--- src/rtl/fifo_level_sync_pkg.sv ---
// Shared types for the level-tracking synchronous FIFO.
package fifo_level_sync_pkg;

    typedef enum logic [1:0] {
        OP_NONE = 2'b00,
        OP_POP  = 2'b01,
        OP_PUSH = 2'b10,
        OP_BOTH = 2'b11
    } fifo_op_e;

    typedef struct packed {
        logic full;
        logic empty;
        logic afull;
        logic aempty;
    } fifo_flags_t;

    // Classifies the accepted traffic of one cycle.
    function automatic fifo_op_e fifo_op(input logic push, input logic pop);
        return fifo_op_e'({push, pop});
    endfunction

endpackage

--- src/rtl/fifo_sync_ram.sv ---
// DEPTH x DATAW storage: synchronous write, asynchronous read, no reset.
module fifo_sync_ram #(
    parameter int unsigned DEPTH = 32,
    parameter int unsigned DATAW = 8,
    localparam int unsigned ADDRW = $clog2(DEPTH)
) (
    input  logic             clk_i,
    input  logic             we,
    input  logic [ADDRW-1:0] waddr,
    input  logic [DATAW-1:0] wdata,
    input  logic [ADDRW-1:0] raddr,
    output logic [DATAW-1:0] rdata
);

    logic [DATAW-1:0] mem [DEPTH];

    always_ff @(posedge clk_i) begin
        if (we) begin
            mem[waddr] <= wdata;
        end
    end

    assign rdata = mem[raddr];

endmodule

--- src/rtl/fifo_level_sync.sv ---
// Synchronous FIFO with occupancy level, threshold flags, sticky error flags
// and a selectable first-word-fall-through or registered read stage.
module fifo_level_sync
    import fifo_level_sync_pkg::*;
#(
    parameter int unsigned DEPTH      = 32,
    parameter int unsigned DATAW      = 8,
    parameter int unsigned AFULL_LVL  = DEPTH - 4,
    parameter int unsigned AEMPTY_LVL = 4,
    parameter int unsigned FWFT       = 1
) (
    input  logic                       clk_i,
    input  logic                       rst_i,
    input  logic                       flush_i,
    input  logic                       we_i,
    input  logic [DATAW-1:0]           dat_i,
    input  logic                       re_i,
    output logic [DATAW-1:0]           dat_o,
    output logic                       valid_o,
    output logic                       full_o,
    output logic                       empty_o,
    output logic                       afull_o,
    output logic                       aempty_o,
    output logic [$clog2(DEPTH):0]     level_o,
    output logic                       ovf_o,
    output logic                       udf_o
);

    localparam int unsigned ADDRW = $clog2(DEPTH);
    localparam int unsigned LVLW  = ADDRW + 1;

    logic [ADDRW-1:0] wr_ptr_q, wr_ptr_d;
    logic [ADDRW-1:0] rd_ptr_q, rd_ptr_d;
    logic [LVLW-1:0]  level_q, level_d;
    logic             ovf_q, ovf_d;
    logic             udf_q, udf_d;
    logic [DATAW-1:0] head_c;
    logic             wr_acc_c;
    logic             rd_acc_c;
    fifo_flags_t      flags_c;

    fifo_sync_ram #(
        .DEPTH (DEPTH),
        .DATAW (DATAW)
    ) u_ram (
        .clk_i (clk_i),
        .we    (wr_acc_c),
        .waddr (wr_ptr_q),
        .wdata (dat_i),
        .raddr (rd_ptr_q),
        .rdata (head_c)
    );

    // Status flags follow the registered level directly.
    always_comb begin
        flags_c.full   = (level_q == LVLW'(DEPTH));
        flags_c.empty  = (level_q == LVLW'(0));
        flags_c.afull  = (level_q >= LVLW'(AFULL_LVL));
        flags_c.aempty = (level_q <= LVLW'(AEMPTY_LVL));
    end

    // A full FIFO still takes a write when the same cycle pops the head.
    assign rd_acc_c = re_i && !flags_c.empty && !flush_i;
    assign wr_acc_c = we_i && (!flags_c.full || rd_acc_c) && !flush_i;

    always_comb begin
        wr_ptr_d = wr_ptr_q;
        rd_ptr_d = rd_ptr_q;
        level_d  = level_q;
        ovf_d    = ovf_q;
        udf_d    = udf_q;

        if (flush_i) begin
            wr_ptr_d = '0;
            rd_ptr_d = '0;
            level_d  = '0;
            ovf_d    = 1'b0;
            udf_d    = 1'b0;
        end else begin
            if (wr_acc_c) begin
                wr_ptr_d = wr_ptr_q + ADDRW'(1);
            end
            if (rd_acc_c) begin
                rd_ptr_d = rd_ptr_q + ADDRW'(1);
            end
            case (fifo_op(wr_acc_c, rd_acc_c))
                OP_PUSH: level_d = level_q + LVLW'(1);
                OP_POP:  level_d = level_q - LVLW'(1);
                default: level_d = level_q;
            endcase
            if (we_i && !wr_acc_c) begin
                ovf_d = 1'b1;
            end
            if (re_i && flags_c.empty) begin
                udf_d = 1'b1;
            end
        end
    end

    always_ff @(posedge clk_i or posedge rst_i) begin
        if (rst_i) begin
            wr_ptr_q <= '0;
            rd_ptr_q <= '0;
            level_q  <= '0;
            ovf_q    <= 1'b0;
            udf_q    <= 1'b0;
        end else begin
            wr_ptr_q <= wr_ptr_d;
            rd_ptr_q <= rd_ptr_d;
            level_q  <= level_d;
            ovf_q    <= ovf_d;
            udf_q    <= udf_d;
        end
    end

    generate
        if (FWFT != 0) begin : g_fwft
            assign dat_o   = head_c;
            assign valid_o = !flags_c.empty;
        end else begin : g_reg
            logic [DATAW-1:0] dat_q;
            logic             valid_q;

            // Flush blocks rd_acc_c, so valid drops and data holds.
            always_ff @(posedge clk_i or posedge rst_i) begin
                if (rst_i) begin
                    dat_q   <= '0;
                    valid_q <= 1'b0;
                end else begin
                    valid_q <= rd_acc_c;
                    if (rd_acc_c) begin
                        dat_q <= head_c;
                    end
                end
            end

            assign dat_o   = dat_q;
            assign valid_o = valid_q;
        end
    endgenerate

    assign full_o   = flags_c.full;
    assign empty_o  = flags_c.empty;
    assign afull_o  = flags_c.afull;
    assign aempty_o = flags_c.aempty;
    assign level_o  = level_q;
    assign ovf_o    = ovf_q;
    assign udf_o    = udf_q;

endmodule

--- config.mk ---
export PLATFORM = sky130hd
export DESIGN_NAME = fifo_level_sync
export DESIGN_NICKNAME = d
export VERILOG_FILES = /design/src/rtl/fifo_level_sync_pkg.sv /design/src/rtl/fifo_sync_ram.sv /design/src/rtl/fifo_level_sync.sv
export SDC_FILE = /design/constraint.sdc
export NUM_CORES = 1
export LEC_CHECK = 0
export CAP_MARGIN = 20
export CORE_MARGIN = 5
export CORE_UTILIZATION = 55
export DETAILED_ROUTE_END_ITERATION = 10
export GPL_TIMING_DRIVEN = 0
export HOLD_SLACK_MARGIN = 0.05
export PLACE_DENSITY = 0.72
export SETUP_SLACK_MARGIN = 0.05
export SYNTH_ARGS = -nofsm -noshare
export SYNTH_HDL_FRONTEND = slang
export SYNTH_SLANG_ARGS = --single-unit
--- constraint.sdc ---
create_clock -name clk_i -period 3.3 [get_ports clk_i]
set_clock_uncertainty 0.15 [all_clocks]
set_input_delay 0.66 -clock clk_i [delete_from_list [all_inputs] [get_ports clk_i]]
set_output_delay 0.66 -clock clk_i [all_outputs]
set_load 0.1 [all_outputs]
==> results.sh <==
export IMPL_synthSimpleGateAreaFrac_pct=5.48
export IMPL_fmax_ghz=0.304
export IMPL_clock_path_buffers=3
export IMPL_ios=34
export IMPL_synthesis_nets=680
export IMPL_synth_edff_count=256
export IMPL_grt_use_total_pct=21.3
export IMPL_worstSkewPairLatency_ns=0.52
export IMPL_ys_ff_latch=274
export IMPL_die_x_um=153
export IMPL_viasPerCell=6.19
export IMPL_cts_tree="yes"
export IMPL_gr_total_overflow=0
export IMPL_crit_family="buffers and inverters"
export IMPL_hold_depth=2
export IMPL_start_kind="register"
export IMPL_finalPower_uw=10600
export IMPL_layout_drive_gt1_share_pct=29.2
export IMPL_syn_cell_area_mm2=0.0113
export IMPL_dp_final_hpwl_um=16600
export IMPL_clk_pin_slew_ns=0.06
export IMPL_routabilityCongestion=1.03
export IMPL_totalWireLength_um=26700
export IMPL_finalCriticalPeriod_ns=3.29
export IMPL_outcome="finished clean"
export IMPL_synthAdderAreaFrac_pct=0.885
export IMPL_vdd_drop_max_uv=968
export IMPL_slowest_stage="dfrtp_1"
export IMPL_cp_depth=8
export IMPL_drv_slew=0
export IMPL_synth_top_family_by_area="multiplexers"
export IMPL_synth_seq_area_share_pct=72.0
export IMPL_grt_pass1_vias=6367
export IMPL_setup_violations=0
export IMPL_ys_flop_type="edfxtp_1"
export IMPL_first_pass_iters=5
export IMPL_h_tree_depth=1
export IMPL_detail_route_antenna_nets=0
export IMPL_rows=52
export IMPL_area_growth_pct=23.7
export IMPL_critPathCaptureType="output pin"
export IMPL_finalNetCount=763
export IMPL_num_fill_cells=1201
export IMPL_max_slew_margin_pct=34.5
export IMPL_path_max_fanout=8
export IMPL_path_buf_inv=3
export IMPL_cellPowerDensity_mw_per_mm2=756
export IMPL_clockRootBuffer="clkbuf_16"
export IMPL_die_area_mm2=0.0235
export IMPL_finalWorstSetupSlack_ns=0.00573
export IMPL_io_buffers=32
export IMPL_hold_violations=0
export IMPL_post_route_drc_count=0
export IMPL_worstMarginPinSlew_ns=0.979
export IMPL_grt_max_degree=33
export IMPL_start_util_pct=55.9
export IMPL_cts_buffers_inserted=28
export IMPL_drt_iter0_drc=719
export IMPL_n_antenna_cell=0
export IMPL_period_share_pct=99.8
export IMPL_ys_warn_count=0
export IMPL_antenna_found_initial=0
export IMPL_rsz0062_at_grt="yes"
export IMPL_dp_slack_ns=-0.826
export IMPL_maxCapViolCount=0
export IMPL_post_drt_wl_per_cell_um=25.9
export IMPL_num_vias=6396
export IMPL_leakage_uw=0.00447
export IMPL_core_area_mm2=0.0202
export IMPL_critPathKind="reg -> out"
export IMPL_clock_sinks=274
export IMPL_die_h_um=153
export IMPL_finalSetupTns_ns=0
export IMPL_hp_class="reg -> reg"
export IMPL_synth_xor_area_share_pct=0.764
export IMPL_avgSynthCellArea_um2=17.2
export IMPL_async_flop_share_pct=6.57
export IMPL_cp_arrival_ns=2.48
export IMPL_synth_cell_types=55
export IMPL_required_ns=2.49
export IMPL_reg2reg_depth=5
export IMPL_synth_mux_area_share_pct=13.9
export IMPL_cp_slowest_stage_delay_ns=0.42
export IMPL_syn_inst=659
export IMPL_grt_pass1_wl_um=38200
export IMPL_path_cells="buf_12, clkbuf_16, mux2i_1, a22o_1, nor3_1, a31oi_1, o221ai_2, buf_6"
export IMPL_synth_compound_area_share_pct=5.16
==> final cells by class <==
type / instances / area [um2] / share of cell area, %
Multi-Input combinational cell: 340 / 3430 / 24.6
Timing Repair Buffer: 54 / 726 / 5.19
Buffer: 37 / 442 / 3.16
Clock inverter: 9 / 91.3 / 0.653
Inverter: 7 / 30.0 / 0.215
Clock buffer: 42 / 774 / 5.54
Sequential cell: 274 / 8150 / 58.3
Tap cell: 270 / 338 / 2.42
==> path summary, 6_finish.rpt <==
path | from | end | slack (ns)
worst min register to register | udf_o$_DFFE_PP0P_ | udf_o$_DFFE_PP0P_ | 0.37
max in group asynchronous | rst_i | level_o[5]$_DFFE_PP0P_ | 2.04
worst max register to register | level_o[5]$_DFFE_PP0P_ | u_ram.mem[9][0]$_DFFE_PP_ | 0.26
min in group asynchronous | rst_i | level_o[0]$_DFFE_PP0P_ | 0.42
worst min-delay path | udf_o$_DFFE_PP0P_ | udf_o$_DFFE_PP0P_ | 0.37
worst max-delay path | rd_ptr_q[1]$_DFFE_PP0P_ | dat_o[7] | 0.006
==> timing repair <==
action	4_1_cts	5_1_grt
pin swaps	8	14
gates cloned	0	4
hold buffers	0	0
resized for setup	173	66
buffers inserted	4	6
endpoints found under the setup margin	13	12
hold endpoints to repair	0	0
==> kinds of logic after synthesis <==
kind of cell,count (synthesis)
flops,274
simple gates,129
mux,117
compound gates,77
buf+inv,45
xor+xnor,9
fa+ha+maj,8
==> power breakdown <==
group	internal, uW	switching (uW)
sequential	3860	64.2
combinational	1390	2260
clock	1770	1230
==> sequential cells by signal, summed over array words and instances, names as in the netlist <==
register   cells
rd_ptr_q       5
ovf_o          1
udf_o          1
wr_ptr_q       5
level_o        6
u_ram.mem    256
==> cells in the final DEF, fill, tap and decap left out, types with 6 or more instances in the layout <==
master / count
edfxtp_1: 256
nor2_1: 60
mux2i_1: 56
clkbuf_16: 35
mux4_2: 32
nand2_1: 20
clkdlybuf4s50_1: 19
a21oi_1: 18
clkbuf_1: 15
mux2i_2: 15
a22o_1: 15
buf_4: 13
mux2i_4: 13
buf_12: 11
buf_8: 11
dfrtp_1: 11
o221ai_2: 8
ha_1: 8
a22oi_2: 7
dfrtp_2: 7
buf_2: 6
nand2b_1: 6
inv_1: 6
nor3_2: 6
buf_16: 6
==> worst reg2reg max path, delay by kind of cell, from the launching register on <==
kind / cells / cell delay, ns
buffers and inverters: 1 / 0.23
and+or+nand+nor: 4 / 1.82
DFF: 1 / 0.47
==> metal layers <==
metal	global-route usage, %	vias to the layer above	share of wire [%]
met1	30.4	3256	41
met4	5.30	0	2.8
li1	-	2777	-
met5	0	-	0
met3	3.39	45	6.9
met2	35.0	318	49
==> synth_stat cells (all sizes together), types with 2 or more instances <==
cell	instances	share of area [%]
mux2i	84	7.4
dfrtp	18	4.0
a22o	16	1.2
a21oi	20	1.0
o211ai	2	0.18
a22oi	8	0.53
clkbuf	13	0.44
and3	2	0.11
or3b	2	0.15
xnor2	3	0.23
xor2	6	0.53
a211oi	3	0.20
buf	25	1.2
o221ai	8	0.62
inv	7	0.23
a31oi	9	0.50
nand2	21	0.70
edfxtp	256	68
nor4	2	0.24
or2	3	0.19
nand3b	2	0.13
ha	8	0.89
and2	2	0.11
nand2b	6	0.33
nand3	5	0.22
nor2	61	2.0
or3	3	0.19
nor3	13	0.58
o21ai	5	0.25
nor2b	3	0.17
mux4	32	6.4
==> per-stage QoR <==
step / area [um2] / hold slack (ns) / utilization (%) / cells
4_1_cts: 13400 / 0.365 / 66.4 / 1020
3_3_place_gp: 12000 / 0.342 / 59.5 / 961
3_5_place_dp: 12100 / 0.353 / 60.0 / 966
2_1_floorplan: 11400 / 0.401 / - / 659
5_1_grt: 14000 / 0.396 / 69.1 / 1033
6_report: 14000 / 0.372 / 69.1 / 1033
No activity file was read; power rests on OpenSTA's default activity.
